File: config.mk
export PLATFORM = sky130hd
export DESIGN_NAME = uart_xcvr
export DESIGN_NICKNAME = d
export VERILOG_FILES = /design/src/rtl/uart_pkg.sv /design/src/rtl/uart_rx_core.sv /design/src/rtl/uart_xcvr.sv
export SDC_FILE = /design/constraint.sdc
export NUM_CORES = 1
export LEC_CHECK = 0
export CAP_MARGIN = 20
export CORE_ASPECT_RATIO = 1.75
export CORE_UTILIZATION = 30
export CTS_BUF_LIST = sky130_fd_sc_hd__clkbuf_4
export DETAILED_ROUTE_END_ITERATION = 6
export HOLD_SLACK_MARGIN = 0.08
export PLACE_DENSITY = 0.5
export SYNTH_ARGS = -nofsm -noshare
export SYNTH_HDL_FRONTEND = slang
export SYNTH_SLANG_ARGS = --single-unit
File: constraint.sdc
create_clock -name Clk -period 2.6 [get_ports Clk]
set_input_delay 0.52 -clock Clk [delete_from_list [all_inputs] [get_ports Clk]]
set_output_delay 0.52 -clock Clk [all_outputs]
set_load 0.02 [all_outputs]
File: src/rtl/uart_pkg.sv
// Shared types and helpers for the uart_xcvr transceiver.
// Included first; the other rtl files import it.
package uart_pkg;

    typedef enum logic [1:0] {NONE, EVEN, ODD} parity_e;

    typedef enum logic [2:0] {
        TX_IDLE, TX_START, TX_DATA, TX_PARITY, TX_STOP
    } tx_state_e;

    typedef enum logic [2:0] {
        RX_IDLE, RX_START, RX_DATA, RX_PARITY, RX_STOP
    } rx_state_e;

    function automatic int frame_len(input int data_w,
                                     input int parity,
                                     input int stop_bits);
        return 1 + data_w + ((parity != 0) ? 1 : 0) + stop_bits;
    endfunction

endpackage

File: src/rtl/uart_rx_core.sv
// Receiver: 2-flop synchroniser, sampling FSM, parity/framing flags.
// Start is checked mid-bit so short glitches are rejected as false starts.
module uart_rx_core import uart_pkg::*; #(
    parameter int DATA_W       = 8,
    parameter int CLKS_PER_BIT = 16,
    parameter int PARITY       = 0
) (
    input  logic              clk_i,
    input  logic              rst_i,
    input  logic              line_i,
    output logic [DATA_W-1:0] data_o,
    output logic              valid_o,
    output logic              par_err_o,
    output logic              frame_err_o,
    output logic              busy_o
);
    localparam int CW    = $clog2(CLKS_PER_BIT);
    localparam bit HAS_P = PARITY != int'(NONE);
    localparam bit ODD_P = PARITY == int'(ODD);

    rx_state_e         state_q, state_d;
    logic [1:0]        sync_q;
    logic [CW-1:0]     cnt_q, cnt_d;
    logic [3:0]        bit_q, bit_d;
    logic [DATA_W-1:0] sh_q, sh_d, data_q, data_d;
    logic              perr_q, perr_d, valid_q, valid_d;
    logic              pe_q, pe_d, fe_q, fe_d;
    logic              line, smp;

    assign line = sync_q[1];

    always_comb begin
        state_d = state_q;
        cnt_d   = cnt_q + 1'b1;
        bit_d   = bit_q;
        sh_d    = sh_q;
        perr_d  = perr_q;
        valid_d = 1'b0;
        data_d  = data_q;
        pe_d    = pe_q;
        fe_d    = fe_q;
        if (state_q == RX_START)
            smp = cnt_q == CW'(CLKS_PER_BIT / 2 - 1);
        else
            smp = cnt_q == CW'(CLKS_PER_BIT - 1);
        unique case (state_q)
            RX_IDLE: begin
                cnt_d = '0;
                bit_d = '0;
                if (!line) state_d = RX_START;
            end
            RX_START: if (smp) begin
                cnt_d   = '0;
                state_d = line ? RX_IDLE : RX_DATA;
            end
            RX_DATA: if (smp) begin
                cnt_d = '0;
                sh_d  = {line, sh_q[DATA_W-1:1]};
                bit_d = bit_q + 1'b1;
                if (bit_q == 4'(DATA_W - 1))
                    state_d = HAS_P ? RX_PARITY : RX_STOP;
            end
            RX_PARITY: if (smp) begin
                cnt_d   = '0;
                perr_d  = line ^ (^sh_q) ^ ODD_P;
                state_d = RX_STOP;
            end
            RX_STOP: if (smp) begin
                // Back to idle at once: a new start may follow the stop sample
                state_d = RX_IDLE;
                valid_d = 1'b1;
                data_d  = sh_q;
                fe_d    = ~line;
                pe_d    = HAS_P & perr_q;
            end
            default: state_d = RX_IDLE;
        endcase
    end

    always_ff @(posedge clk_i or posedge rst_i) begin
        if (rst_i) begin
            state_q <= RX_IDLE;
            sync_q  <= 2'b11;
            cnt_q   <= '0;
            bit_q   <= '0;
            sh_q    <= '0;
            perr_q  <= 1'b0;
            valid_q <= 1'b0;
            data_q  <= '0;
            pe_q    <= 1'b0;
            fe_q    <= 1'b0;
        end else begin
            state_q <= state_d;
            sync_q  <= {sync_q[0], line_i};
            cnt_q   <= cnt_d;
            bit_q   <= bit_d;
            sh_q    <= sh_d;
            perr_q  <= perr_d;
            valid_q <= valid_d;
            data_q  <= data_d;
            pe_q    <= pe_d;
            fe_q    <= fe_d;
        end
    end

    assign data_o      = data_q;
    assign valid_o     = valid_q;
    assign par_err_o   = pe_q;
    assign frame_err_o = fe_q;
    assign busy_o      = state_q != RX_IDLE;

endmodule

File: src/rtl/uart_xcvr.sv
// Full-duplex UART: transmitter FSM, loopback mux and receiver core.
// TxD is registered so reset and state changes never glitch the line.
module uart_xcvr import uart_pkg::*; #(
    parameter int DATA_W       = 8,
    parameter int CLKS_PER_BIT = 16,
    parameter int PARITY       = 0,
    parameter int STOP_BITS    = 1
) (
    input  logic              Clk,
    input  logic              Rst,
    input  logic              Loop,
    input  logic [DATA_W-1:0] TxData,
    input  logic              TxValid,
    output logic              TxReady,
    output logic              TxD,
    input  logic              RxD,
    output logic [DATA_W-1:0] RxData,
    output logic              RxValid,
    output logic              RxParityErr,
    output logic              RxFrameErr,
    output logic              RxBusy
);
    localparam int CW    = $clog2(CLKS_PER_BIT);
    localparam int FL    = frame_len(DATA_W, PARITY, STOP_BITS);
    localparam bit HAS_P = PARITY != int'(NONE);
    localparam bit ODD_P = PARITY == int'(ODD);

    tx_state_e         state_q, state_d;
    logic [CW-1:0]     cnt_q, cnt_d;
    logic [3:0]        bit_q, bit_d;
    logic [DATA_W-1:0] sh_q, sh_d;
    logic              par_q, par_d, tx_q, tx_d;
    logic              last_cyc, rx_line;

    // bit_q indexes the frame: 0 = start, 1..DATA_W = data, then parity/stop
    always_comb begin
        state_d  = state_q;
        cnt_d    = '0;
        bit_d    = bit_q;
        sh_d     = sh_q;
        par_d    = par_q;
        last_cyc = cnt_q == CW'(CLKS_PER_BIT - 1);
        if (state_q == TX_IDLE) begin
            bit_d = '0;
            if (TxValid) begin
                state_d = TX_START;
                sh_d    = TxData;
                par_d   = (^TxData) ^ ODD_P;
            end
        end else if (!last_cyc) begin
            cnt_d = cnt_q + 1'b1;
        end else begin
            bit_d = bit_q + 1'b1;
            unique case (state_q)
                TX_START: state_d = TX_DATA;
                TX_DATA: begin
                    sh_d = sh_q >> 1;
                    if (bit_q == 4'(DATA_W))
                        state_d = HAS_P ? TX_PARITY : TX_STOP;
                end
                TX_PARITY: state_d = TX_STOP;
                TX_STOP: if (bit_q == 4'(FL - 1)) state_d = TX_IDLE;
                default: state_d = TX_IDLE;
            endcase
        end
    end

    always_comb begin
        case (state_d)
            TX_START:  tx_d = 1'b0;
            TX_DATA:   tx_d = sh_d[0];
            TX_PARITY: tx_d = par_d;
            default:   tx_d = 1'b1;
        endcase
    end

    always_ff @(posedge Clk or posedge Rst) begin
        if (Rst) begin
            state_q <= TX_IDLE;
            cnt_q   <= '0;
            bit_q   <= '0;
            sh_q    <= '0;
            par_q   <= 1'b0;
            tx_q    <= 1'b1;
        end else begin
            state_q <= state_d;
            cnt_q   <= cnt_d;
            bit_q   <= bit_d;
            sh_q    <= sh_d;
            par_q   <= par_d;
            tx_q    <= tx_d;
        end
    end

    assign TxReady = state_q == TX_IDLE;
    assign TxD     = tx_q | Loop;
    assign rx_line = Loop ? tx_q : RxD;

    uart_rx_core #(
        .DATA_W      (DATA_W),
        .CLKS_PER_BIT(CLKS_PER_BIT),
        .PARITY      (PARITY)
    ) u_rx (
        .clk_i      (Clk),
        .rst_i      (Rst),
        .line_i     (rx_line),
        .data_o     (RxData),
        .valid_o    (RxValid),
        .par_err_o  (RxParityErr),
        .frame_err_o(RxFrameErr),
        .busy_o     (RxBusy)
    );

endmodule

After elaboration in Yosys (flattened, before gate mapping):

Index checks and enable logic that the tools add are counted.

* add/sub/neg operators: 4
* equal/unequal tests: 24
* mux-type cells: 33
* bitwise logic cells: 2
* reduce and logical (&&, ||, !) cells: 13

Operator list (count)
* 3-bit 2-to-1 mux: 11
* 8-bit 2-to-1 mux: 4
* 4-bit 2-to-1 mux: 6
* 3-bit by 2-bit == test with 1-bit output (second input constant): 6
* 4-bit by 1-bit adder with 4-bit output (second input constant): 4
* 4-bit == test (second input constant): 4
* 4-bit case mux with 2 select lines: 2
* 3-bit case mux with 5 select lines: 1
* 3-bit case mux with 4 select lines: 1
* 2-bit by 1-bit inequality test with 1-bit output (second input constant): 5
* 3-bit by 1-bit == test with 1-bit output (second input constant): 3
* 4-bit by 3-bit == test with 1-bit output (second input constant): 2
* 8-bit XOR reduction: 1
* 3-bit == test (second input constant): 2
* 3-bit logical NOT: 2
* 1-bit 2-to-1 mux: 6
* 2-bit AND reduction: 3
* 6-bit AND reduction: 1
* 2-bit nonzero test: 3
* 2-bit inequality test (second input constant): 2
* 1-bit case mux with 3 select lines: 1
* 3-bit AND reduction: 1
* 3-bit nonzero test: 1
* 3-bit OR reduction: 1
* 3 further kinds: 3

* register bits after elaboration: 52
* input bits: 13
* word-level logic and storage cells: 91

Longest topological paths before layout:

* word-level depth: 7
* depth in mapped cells: 8
* depth with buffers taken out: 7

Cells and area by module:

Synthesis repeated with hierarchy kept, for this count alone.

* cells, all modules: 216
* area total of the unflattened synthesis: 2492.4 µm²

By module, submodules not included
* uart_rx_core: instances 1, cells an instance 106, area each 1360.1 µm²
* uart_xcvr: instances 1, cells an instance 110, area each 1132.3 µm²

Worst setup path after synthesis:

Ideal clock, no wire load.

* path kind: register -> register
* start: reg cnt_q[0]
* end: reg tx_q
* arrival: 2106 ps
* required time: 2517 ps
* path slack: 411 ps
* stages on the path, launching flop included: 9
* buffers on the path: 2
* cells stage by stage: dfrtp_1 ha_1 and3_4 buf_6 and2_4 buf_6 a221o_1 or4b_1 o311a_1

* elaborated cells between the ends (all ways): 9
* classes of those cells: eq/ne (4); mux (5)

RTL lines
* start: declaration: line uart_xcvr.sv:29 `logic [CW-1:0] cnt_q, cnt_d;`
* start signal: assignment: line uart_xcvr.sv:87 `cnt_q <= cnt_d;`
* 4-bit == test: line uart_xcvr.sv:42 `last_cyc = cnt_q == CW'(CLKS_PER_BIT - 1);`
* 8-bit 2-to-1 mux: line uart_xcvr.sv:50 `end else if (!last_cyc) begin`
* 8-bit 2-to-1 mux: line uart_xcvr.sv:43 `if (state_q == TX_IDLE) begin`
* via sh_d[0]: line uart_xcvr.sv:31 `logic [DATA_W-1:0] sh_q, sh_d;`
* 1-bit case mux with 3 select lines: line uart_xcvr.sv:69 `case (state_d)`
* via tx_d: line uart_xcvr.sv:32 `logic par_q, par_d, tx_q, tx_d;`
* end signal: assignment: line uart_xcvr.sv:91 `tx_q <= tx_d;`
* end: declaration: line uart_xcvr.sv:32

The timed path passes the listed nets, and every way through them passes these cells. The select of a mux whose other input is x is not followed.
A chain may end at the register's enable or synchronous reset.

Worst setup path in the final report:

* start: reg u_rx.state_q[1]
* end: out RxBusy

* longest elaborated chain between the ends: 1

Ends and longest elaborated chain
* start: declaration: line uart_rx_core.sv:21 `rx_state_e state_q, state_d;`
* start signal: assignment: line uart_rx_core.sv:93 `state_q <= state_d;`
* 3-bit nonzero test: line uart_rx_core.sv:110 `assign busy_o = state_q != RX_IDLE;`
* end: declaration: line uart_xcvr.sv:21 `output logic RxBusy`

Every way passes these cells.

==> impl_metrics.tcl <==
set metrics [dict create \
    synth.distinct_cells 46 \
    grt_max_degree 29 \
    postCtsHoldBufs 0 \
    syn_avg_cell_area_um2 11.4 \
    clkLatencyLatePin_ns 0.38 \
    synth_nets 227 \
    powerDensity_nw_per_um2 800 \
    synthDominantCellAreaShare 0.517 \
    grt_pass1_vias 1621 \
    synth_area_leader_cell "dfrtp_1" \
    initial_core_util 0.311 \
    cts_resized 0 \
    drt_iter0_markers 88 \
    die-area_um2 8270 \
    final_antenna_net_count 0 \
    antenna_cells 0 \
    ys_seq_elements 52 \
    worst_setup_path_start_kind "flip-flop" \
    cts_made_buffers 5 \
    core_um2 7620 \
    area_delta_synth_final_pct 19.1 \
    final_net_count 257 \
    end_kind "output pin" \
    cts_buffer_depth 2 \
    overflow 0 \
    tightest_slew_ns 0.593 \
    die_w_um 69.2 \
    period_share 0.909 \
    first_pass_iters 4 \
    port_buffers 25 \
    fin_setup_tns_ns 0 \
    outcome "finished, final reports clean" \
    ys_async_sr_fraction 1.00 \
    fin_worst_skew_ns 0.0167 \
    ys.warnings.count 0 \
    maxSlewHeadroom 0.604 \
    max_freq_mhz 423 \
    wire_per_inst_um 13.0 \
    synth_cells 208 \
    ir_drop_v 0.000293 \
    antenna_found_initial 0 \
    cts_tree "built" \
    ys_seq_area_frac 0.551 \
    setup_viol 0 \
    post_cts_buffers 0 \
    synth_compound_area_frac 0.0808 \
    synth_xor_area_frac 0.0591 \
    critPathRequiredTime_ns 2.08 \
    cts.sinks 52 \
    grt_pass1_wl_um 7600 \
    layout_setup_ws_ns 0.236 \
    pre_cts_ws_ns 0.0864 \
    period_needed_ns 2.36 \
    grt.busiest_layer "met2" \
    rsz0062_at_grt "no" \
    h-tree-depth 2 \
    hp-class "reg2reg" \
    drive_above_1_share 0.180 \
    root_buffer "clkbuf_4" \
    row_count 42 \
    synth.area.mux_share 0.0850 \
    critical_path_class "reg2out" \
    synth_top_family_by_area "simple AND/OR/NAND/NOR gates" \
    met1_usage 0.127 \
    die_y_um 120 \
    grtUsageMet2 0.206 \
    use_met3 0.0311 \
    path_clk_slew_ns 0.15 \
    synthTopCellsByArea "dfrtp_1 (52%), mux2_2 (8.1%), xnor2_1 (4.1%)" \
    synth_fa_ha_area_frac 0.0317 \
    hold_viol 0 \
    gp_congestion 0.767 \
    synthSimpleGateAreaFrac 0.154 \
    synth_area_um2 2370 \
    hpwl_um 3100 \
    maxCapViolations 0 \
    crit_arrival_ns 1.84 \
    vias 1566 \
    grt_usage 0.117 \
    drcViolationCount 0 \
    synth_edf_count 0 \
    synth-main-ff-cell "dfrtp_1" \
    cp_max_fo 10 \
    routed_wl_um 4250 \
    io_pins 27 \
    avgViaCountPerCell 4.79 \
    slew_violations 0 \
    p_leak_nw 1.28 \
]
## metrics by stage
step                      instances  hold WS (ns)   util  instance area (um2)  total power, W
after CTS                       327         0.373  0.370                 2820         0.00230
after floorplan                 208         0.345      -                 2370         0.00165
final                           327         0.370  0.370                 2820         0.00226
after global placement          319         0.352  0.360                 2740         0.00181
after detailed placement        319         0.349  0.360                 2740         0.00182
after global routing            327         0.376  0.370                 2820         0.00245
## synth_stat cells (2+ instances only)
master / n
xor2_1: 5
dfrtp_1: 49
nand3_1: 7
buf_6: 2
or4b_1: 2
o21ai_1: 2
inv_1: 9
a22oi_1: 8
nor3_1: 5
nor2_1: 14
nor2b_1: 2
nand2b_1: 2
clkbuf_1: 5
dfstp_2: 3
a21oi_1: 6
ha_1: 6
mux2_2: 17
nand2_1: 22
nand4_1: 2
o21ai_0: 4
xnor2_1: 11
## metal layers
metal  share of wire  up-vias  wire (um)
met5               0        -          0
met4           0.020        0         86
met3           0.031        5        133
met2            0.53       23       2240
met1            0.42      764       1790
li1                -      774          -
## logic make-up (layout without fill, tap and decap cells)
| family | after synthesis | count (layout) |
|---|---|---|
| AO/OA/AOI/OAI | 28 | 28 |
| XOR/XNOR | 16 | 16 |
| other | 1 | 1 |
| flip-flops | 52 | 52 |
| buffers and inverters | 18 | 49 |
| multiplexers | 18 | 18 |
| AND/OR/NAND/NOR | 69 | 69 |
| adder cells (fa/ha/maj) | 6 | 6 |
## cells in the final DEF, fill, tap and decap left out, types with 3 or more instances in the layout
master	Yosys	routed
dfrtp_1	49	49
clkdlybuf4s50_1	0	25
nand2_1	22	22
mux2_2	17	17
nor2_1	14	14
xnor2_1	11	11
a22oi_1	8	8
inv_1	9	8
nand3_1	7	7
a21oi_1	6	6
ha_1	6	6
buf_4	1	6
nor3_1	5	5
xor2_1	5	5
clkbuf_4	0	5
o21ai_0	4	4
dfstp_2	3	3
## worst paths after layout
check / startpoint / endpoint / slack [ns] / depth (start not counted)
max: u_rx.state_q[1] / RxBusy / 0.24 / 4
min: u_rx.sync_q[0] / u_rx.sync_q[1] / 0.37 / 0
max reg2reg: cnt_q[0] / tx_q / 0.46 / 6
min reg2reg: u_rx.sync_q[0] / u_rx.sync_q[1] / 0.37 / 0
max in group asynchronous: Rst / tx_q / 1.52 / 3
min in group asynchronous: Rst / u_rx.cnt_q[2] / 0.47 / 2
## report_power, final
| group | internal, W | leakage [nW] | switching (W) |
|---|---|---|---|
| logic | 0.000305 | 0.567 | 0.000293 |
| registers | 0.00101 | 0.673 | 0.000184 |
| clock network | 0.000201 | 0.0428 | 0.000261 |
| total | 0.00152 | 1.28 | 0.000738 |
## worst max-delay path, stage by stage (launching register included)
cell and delay (ns):
dfrtp_1 0.55, nor3_1 0.09, buf_4 0.16, inv_1 0.07
clkdlybuf4s50_1 0.60
## sequential cells by signal, summed over array words and instances, names as in the netlist
name and count:
u_rx.state_q 3, u_rx.frame_err_o 1, u_rx.data_o 8, u_rx.cnt_q 4, tx_q 1, u_rx.sh_q 8
bit_q 4, par_q 1, u_rx.sync_q 2, u_rx.bit_q 4, u_rx.valid_o 1, state_q 3
cnt_q 4, sh_q 8
## cell type report
cell class | instances | area, um2
fillers | 760 | 4800
flip-flops and latches | 52 | 1310
multi-input cells | 138 | 977
repair buffers | 32 | 315
well taps | 88 | 110
clock inverters | 3 | 42.5
clock buffers | 5 | 37.5
inverters | 9 | 33.8
(Power assumes the default switching activity.)
